[src/rtl/apb_master_bridge.sv]
// Single-slave APB4 initiator: turns a valid/ready command stream into
// setup/access/gap-sequenced APB transfers and returns a one-cycle response.
`timescale 1ns/1ps
module apb_master_bridge #(
    parameter int unsigned BUS_WIDTH  = 32,
    parameter int unsigned ADDR_WIDTH = 16,
    parameter int unsigned MAX_DIM    = 4,
    parameter int unsigned TIMEOUT    = 16,
    parameter int unsigned MIN_IDLE   = 2
) (
    input  logic                  pclk,
    input  logic                  presetn,
    input  logic                  cmd_valid,
    output logic                  cmd_ready,
    input  logic                  cmd_write,
    input  logic [ADDR_WIDTH-1:0] cmd_addr,
    input  logic [BUS_WIDTH-1:0]  cmd_wdata,
    input  logic [MAX_DIM-1:0]    cmd_strb,
    output logic                  psel,
    output logic                  penable,
    output logic                  pwrite,
    output logic [ADDR_WIDTH-1:0] paddr,
    output logic [BUS_WIDTH-1:0]  pwdata,
    output logic [MAX_DIM-1:0]    pstrb,
    input  logic [BUS_WIDTH-1:0]  prdata,
    input  logic                  pready,
    input  logic                  pslverr,
    output logic                  rsp_valid,
    output logic [BUS_WIDTH-1:0]  rsp_rdata,
    output logic                  rsp_slverr,
    output logic                  rsp_timeout
);

    localparam int unsigned WAIT_W = (TIMEOUT > 1) ? $clog2(TIMEOUT) : 1;
    localparam int unsigned GAP_W  = (MIN_IDLE > 1) ? $clog2(MIN_IDLE) : 1;
    localparam logic [WAIT_W-1:0] WAIT_LAST = WAIT_W'(TIMEOUT - 1);
    localparam logic [GAP_W-1:0]  GAP_LAST  = GAP_W'(MIN_IDLE - 1);

    typedef enum logic [1:0] {
        IDLE   = 2'd0,
        SETUP  = 2'd1,
        ACCESS = 2'd2,
        GAP    = 2'd3
    } state_e;

    state_e                 state_q, state_d;
    logic                   cmd_ready_q, cmd_ready_d;
    logic                   psel_q, psel_d;
    logic                   penable_q, penable_d;
    logic                   pwrite_q, pwrite_d;
    logic [ADDR_WIDTH-1:0]  paddr_q, paddr_d;
    logic [BUS_WIDTH-1:0]   pwdata_q, pwdata_d;
    logic [MAX_DIM-1:0]     pstrb_q, pstrb_d;
    logic                   rsp_valid_q, rsp_valid_d;
    logic [BUS_WIDTH-1:0]   rsp_rdata_q, rsp_rdata_d;
    logic                   rsp_slverr_q, rsp_slverr_d;
    logic                   rsp_timeout_q, rsp_timeout_d;
    logic [WAIT_W-1:0]      wait_cnt_q, wait_cnt_d;
    logic [GAP_W-1:0]       gap_cnt_q, gap_cnt_d;

    // Next-state and registered-output logic
    always_comb begin
        state_d       = state_q;
        psel_d        = psel_q;
        penable_d     = penable_q;
        pwrite_d      = pwrite_q;
        paddr_d       = paddr_q;
        pwdata_d      = pwdata_q;
        pstrb_d       = pstrb_q;
        rsp_valid_d   = 1'b0;
        rsp_rdata_d   = rsp_rdata_q;
        rsp_slverr_d  = rsp_slverr_q;
        rsp_timeout_d = rsp_timeout_q;
        wait_cnt_d    = wait_cnt_q;
        gap_cnt_d     = gap_cnt_q;

        case (state_q)
            IDLE: begin
                if (cmd_valid && cmd_ready_q) begin
                    state_d  = SETUP;
                    psel_d   = 1'b1;
                    pwrite_d = cmd_write;
                    paddr_d  = cmd_addr;
                    pwdata_d = cmd_write ? cmd_wdata : '0;
                    pstrb_d  = cmd_write ? cmd_strb : '0;
                end
            end
            SETUP: begin
                state_d    = ACCESS;
                penable_d  = 1'b1;
                wait_cnt_d = '0;
            end
            ACCESS: begin
                // pready wins over a timeout firing on the same edge
                if (pready) begin
                    state_d       = GAP;
                    psel_d        = 1'b0;
                    penable_d     = 1'b0;
                    gap_cnt_d     = '0;
                    rsp_valid_d   = 1'b1;
                    rsp_slverr_d  = pslverr;
                    rsp_timeout_d = 1'b0;
                    rsp_rdata_d   = (!pwrite_q && !pslverr) ? prdata : '0;
                end else if ((TIMEOUT != 0) && (wait_cnt_q == WAIT_LAST)) begin
                    state_d       = GAP;
                    psel_d        = 1'b0;
                    penable_d     = 1'b0;
                    gap_cnt_d     = '0;
                    rsp_valid_d   = 1'b1;
                    rsp_slverr_d  = 1'b0;
                    rsp_timeout_d = 1'b1;
                    rsp_rdata_d   = '0;
                end else if (TIMEOUT != 0) begin
                    wait_cnt_d = wait_cnt_q + WAIT_W'(1);
                end
            end
            GAP: begin
                if (gap_cnt_q == GAP_LAST) begin
                    state_d = IDLE;
                end else begin
                    gap_cnt_d = gap_cnt_q + GAP_W'(1);
                end
            end
            default: state_d = IDLE;
        endcase

        cmd_ready_d = (state_d == IDLE);
    end

    always_ff @(posedge pclk or negedge presetn) begin
        if (!presetn) begin
            state_q       <= IDLE;
            cmd_ready_q   <= 1'b0;
            psel_q        <= 1'b0;
            penable_q     <= 1'b0;
            pwrite_q      <= 1'b0;
            paddr_q       <= '0;
            pwdata_q      <= '0;
            pstrb_q       <= '0;
            rsp_valid_q   <= 1'b0;
            rsp_rdata_q   <= '0;
            rsp_slverr_q  <= 1'b0;
            rsp_timeout_q <= 1'b0;
            wait_cnt_q    <= '0;
            gap_cnt_q     <= '0;
        end else begin
            state_q       <= state_d;
            cmd_ready_q   <= cmd_ready_d;
            psel_q        <= psel_d;
            penable_q     <= penable_d;
            pwrite_q      <= pwrite_d;
            paddr_q       <= paddr_d;
            pwdata_q      <= pwdata_d;
            pstrb_q       <= pstrb_d;
            rsp_valid_q   <= rsp_valid_d;
            rsp_rdata_q   <= rsp_rdata_d;
            rsp_slverr_q  <= rsp_slverr_d;
            rsp_timeout_q <= rsp_timeout_d;
            wait_cnt_q    <= wait_cnt_d;
            gap_cnt_q     <= gap_cnt_d;
        end
    end

    assign cmd_ready   = cmd_ready_q;
    assign psel        = psel_q;
    assign penable     = penable_q;
    assign pwrite      = pwrite_q;
    assign paddr       = paddr_q;
    assign pwdata      = pwdata_q;
    assign pstrb       = pstrb_q;
    assign rsp_valid   = rsp_valid_q;
    assign rsp_rdata   = rsp_rdata_q;
    assign rsp_slverr  = rsp_slverr_q;
    assign rsp_timeout = rsp_timeout_q;

endmodule

[config.mk]
export PLATFORM = sky130hd
export DESIGN_NAME = apb_master_bridge
export DESIGN_NICKNAME = d
export VERILOG_FILES = /design/src/rtl/apb_master_bridge.sv
export SDC_FILE = /design/constraint.sdc
export NUM_CORES = 1
export LEC_CHECK = 0
export BUFFER_PORTS_ARGS = -buffer_cell sky130_fd_sc_hd__clkbuf_2
export CORE_MARGIN = 3
export CORE_UTILIZATION = 40
export CTS_CLUSTER_SIZE = 14
export DETAILED_ROUTE_END_ITERATION = 10
export PLACE_DENSITY = 0.73
export RECOVER_POWER = 50
export SYNTH_ARGS = -nofsm -noshare
export SYNTH_HDL_FRONTEND = slang
export SYNTH_SLANG_ARGS = --single-unit
[constraint.sdc]
create_clock -name pclk -period 1.5 [get_ports pclk]
set_input_delay 0.45 -clock pclk [delete_from_list [all_inputs] [get_ports pclk]]
set_output_delay 0.45 -clock pclk [all_outputs]
set_load 0.01 [all_outputs]
==> flow_summary_export.csv <==
group,metric,value,unit
global_routing,grt_start_max_net_pins,64,
yosys,yosysTopAreaCell,"dfrtp_1",
power,netSwitchingFraction,38.7,%
placed_design,preCtsSetupSlack,-0.0525,ns
clock_network,numCtsBuffers,9,
timing,fin_ws,0.00301,ns
global_routing,grt_usage,18.3,%
drt,wl_per_cell,14.6,um
floorplan,dieArea,0.0110,mm^2
timing,fin_worst_skew,0.0138,ns
layout,drive_gt1_share,42.5,%
floorplan,core,0.00937,mm^2
yosys,ys_types,33,
timing,min_period,1.50,ns
drt,dr.pass1.iters,4,
placed_design,portBuffers,180,
global_routing,antenna_found_initial,0,
floorplan,initial_core_util,41.9,%
worst_setup_path,r2r_start,"state_q[0]$_DFF_PN0_",
power,p_per_area,1880,mW/mm^2
clock_network,htreeDepth,3,
floorplan,ios,181,
yosys,yosys_warnings,0,
timing,setup_viol,0,
worst_setup_path,worstPathArrival,1.79,ns
timing,worstMarginPinSlew,0.852,ns
power,intPower,6.37,mW
floorplan,die_w,105,um
yosys,synth_ff_type,"dfrtp_1",
layout,mostFrequentLayoutCells,"clkbuf_2, nand2_1, dfrtp_1",
clock_network,cts.sinks,98,
timing,rsz0062_at_grt,"true",
timing,max_freq,668,MHz
flow_run,maxCapViolations,0,
power,pwr-share-comb,42.0,%
global_routing,grt_pass1_wl,16500,um
timing,drv_slew,0,
yosys,synth_seq_cells,98,
worst_setup_path,path_max_fanout,6,
placed_design,dp_hpwl,7270,um
yosys,synthArstFlopShare,100,%
worst_setup_path,cp_slowest_stage_delay,0.40,ns
clock_network,cts.clk_slew.worst_paths,0.10,ns
power,irDropWorstVdd,805,uV
drt,drc,0,
worst_setup_path,worstPathRequired,1.80,ns
timing,slew_headroom,43.2,%
worst_setup_path,reg2reg_slack,0.003,ns
yosys,synth_top_area_share,62.5,%
global_routing,grt_pass1_vias,3372,
yosys,synth_area,0.00393,mm^2
yosys,avgSynthCellArea,10.2,um^2
clock_network,cts_tree,"built",
outcome,outcome,"finished, final reports clean",
timing,hold_violations,0,
placed_design,gp_congestion,0.800,
global_routing,overflow,0,
worst_setup_path,worst_setup_path_start_kind,"register",
worst_setup_path,crit_type,"register to register",
power,power_frac_seq,42.7,%
clock_network,clkLatencyLatePin,0.36,ns
drt,routed_via_density,4.85,
layout,antenna_cells,0,
worst_setup_path,r2r_end,"rsp_rdata[21]$_DFFE_PN0P_",
layout,nets,674,
worst_setup_path,cp_cell_sequence,"inv_2 > ha_4 > inv_4 > nor4_4 > buf_6 > clkbuf_16 > a22o_1",
power,clockPowerShare,15.3,%
min_path,hold_class,"primary input to register",
drt,ant_nets,0,
floorplan,die_y,105,um
layout,areaGrowthSynthToFinish,40.8,%
yosys,ys_seq_area_share,62.5,%
power,switchingPower,4.01,mW
yosys,syn_inst,385,
min_path,min_to,"paddr[15]$_DFFE_PN0P_",
drt,routed_wl,10400,um
floorplan,num_rows,35,
min_path,whs_path_depth,3,
timing,min_period_over_period,99.8,%
drt,drtIter0Drc,195,
power,power.total,10.4,mW
clock_network,cts_root_buf,"clkbuf_8",
clock_network,cts_buffer_depth,2,
drt,detailroute.via_count,3460,
layout,final_common_cell,"clkbuf_2",
worst_setup_path,reg2regPathDepth,7,
yosys,synth_area_leaders,"dfrtp_1, nand2_1, nand3_1, a22o_2, o21ai_0",
worst_setup_path,cp_slowest_cell,"dfrtp_1",
min_path,min_from,"cmd_addr[15]",
worst_setup_path,cp-end-kind,"register",
yosys,synth-edff-count,0,
clock_network,hold_buffers,0,
yosys,syn-num-nets,480,
power,p_leak,3.06,nW
stage by stage:
stage          instance area (um^2)  setup TNS [ns]  instances  hold slack [ns]  util (%)
3_5_place_dp                   5140          -0.709        691            0.438      54.8
4_1_cts                        5340        -0.00937        707           0.0310      57.0
6_report                       5530               0        713            0.277      59.0
2_1_floorplan                  3930               0        385            0.154         -
5_1_grt                        5530           -1.23        713            0.249      59.0
3_3_place_gp                   5140               0        691            0.439      54.8
flip-flops by register name, indices dropped and copies added, names as in the netlist:
register     flops
pwdata          32
rsp_rdata       32
paddr           16
pstrb            4
wait_cnt_q       4
state_q          2
cmd_ready        1
gap_cnt_q        1
penable          1
psel             1
pwrite           1
rsp_slverr       1
rsp_timeout      1
rsp_valid        1
worst max-delay path, delay by kind of cell, from the launching register on:
| kind | cells | cell delay (ns) |
|---|---|---|
| buf+inv | 4 | 0.46 |
| simple gates | 1 | 0.28 |
| fa+ha+maj | 1 | 0.17 |
| flops | 1 | 0.40 |
| compound gates | 1 | 0.12 |
synth_stat cells (3+ instances only):
library cell / instances
a21oi_1: 5
a22o_1: 6
a22o_2: 17
a2bb2oi_1: 3
buf_2: 10
clkbuf_1: 10
dfrtp_1: 98
ha_1: 5
inv_1: 6
nand2_1: 137
nand3_1: 38
nor2_1: 4
o21ai_0: 21
how the worst max path moves through the flow:
stage / start / to / slack, ns / depth (start not counted)
after floorplan: state_q[0]$_DFF_PN0_ / state_q[0]$_DFF_PN0_ / 0.006 / 5
after global placement: state_q[0]$_DFF_PN0_ / rsp_rdata[29]$_DFFE_PN0P_ / 0.02 / 6
after detailed placement: state_q[0]$_DFF_PN0_ / state_q[0]$_DFF_PN0_ / -0.05 / 5
after CTS: state_q[0]$_DFF_PN0_ / rsp_rdata[11]$_DFFE_PN0P_ / -0.005 / 6
after global routing: state_q[0]$_DFF_PN0_ / rsp_rdata[23]$_DFFE_PN0P_ / -0.06 / 7
final: state_q[0]$_DFF_PN0_ / rsp_rdata[21]$_DFFE_PN0P_ / 0.003 / 7
timing repair:
action	in CTS	in global routing
setup endpoints to repair	31	85
gates resized for setup	6	24
cloned	0	4
setup buffers	0	2
pin swaps	0	1
power groups by stage:
stage | Clock [mW] | Combinational [mW] | Sequential, mW
floorplan | 0 | 1.65 | 4.90
global placement | 0 | 4.02 | 4.40
detailed placement | 0 | 4.14 | 4.43
CTS | 1.65 | 4.18 | 4.40
global route | 1.77 | 4.79 | 4.57
finish | 1.59 | 4.36 | 4.43
kinds of logic after synthesis:
logic type | after synthesis | share of synthesized area (%)
AOI/OAI and AO/OA | 65 | 12.3
adders and majority gates | 5 | 1.59
buffers and inverters | 32 | 3.76
DFF | 98 | 62.5
and+or+nand+nor | 185 | 19.9
final cells by class:
| class | instances | area (um^2) |
|---|---|---|
| clock buffers | 10 | 128 |
| clock inverters | 6 | 48.8 |
| fillers | 855 | 3840 |
| inverters | 8 | 32.5 |
| multi-input cells | 255 | 1480 |
| flip-flops and latches | 98 | 2450 |
| well taps | 129 | 161 |
| repair buffers | 207 | 1220 |
routing by layer:
layer	vias up	wire length (um)	GRT usage, %
met4	0	284	7.50
met5	-	0	0
met3	24	550	4.39
met2	124	5030	28.5
met1	1626	4550	24.5
li1	1686	-	-
(Power assumes the default switching activity.)
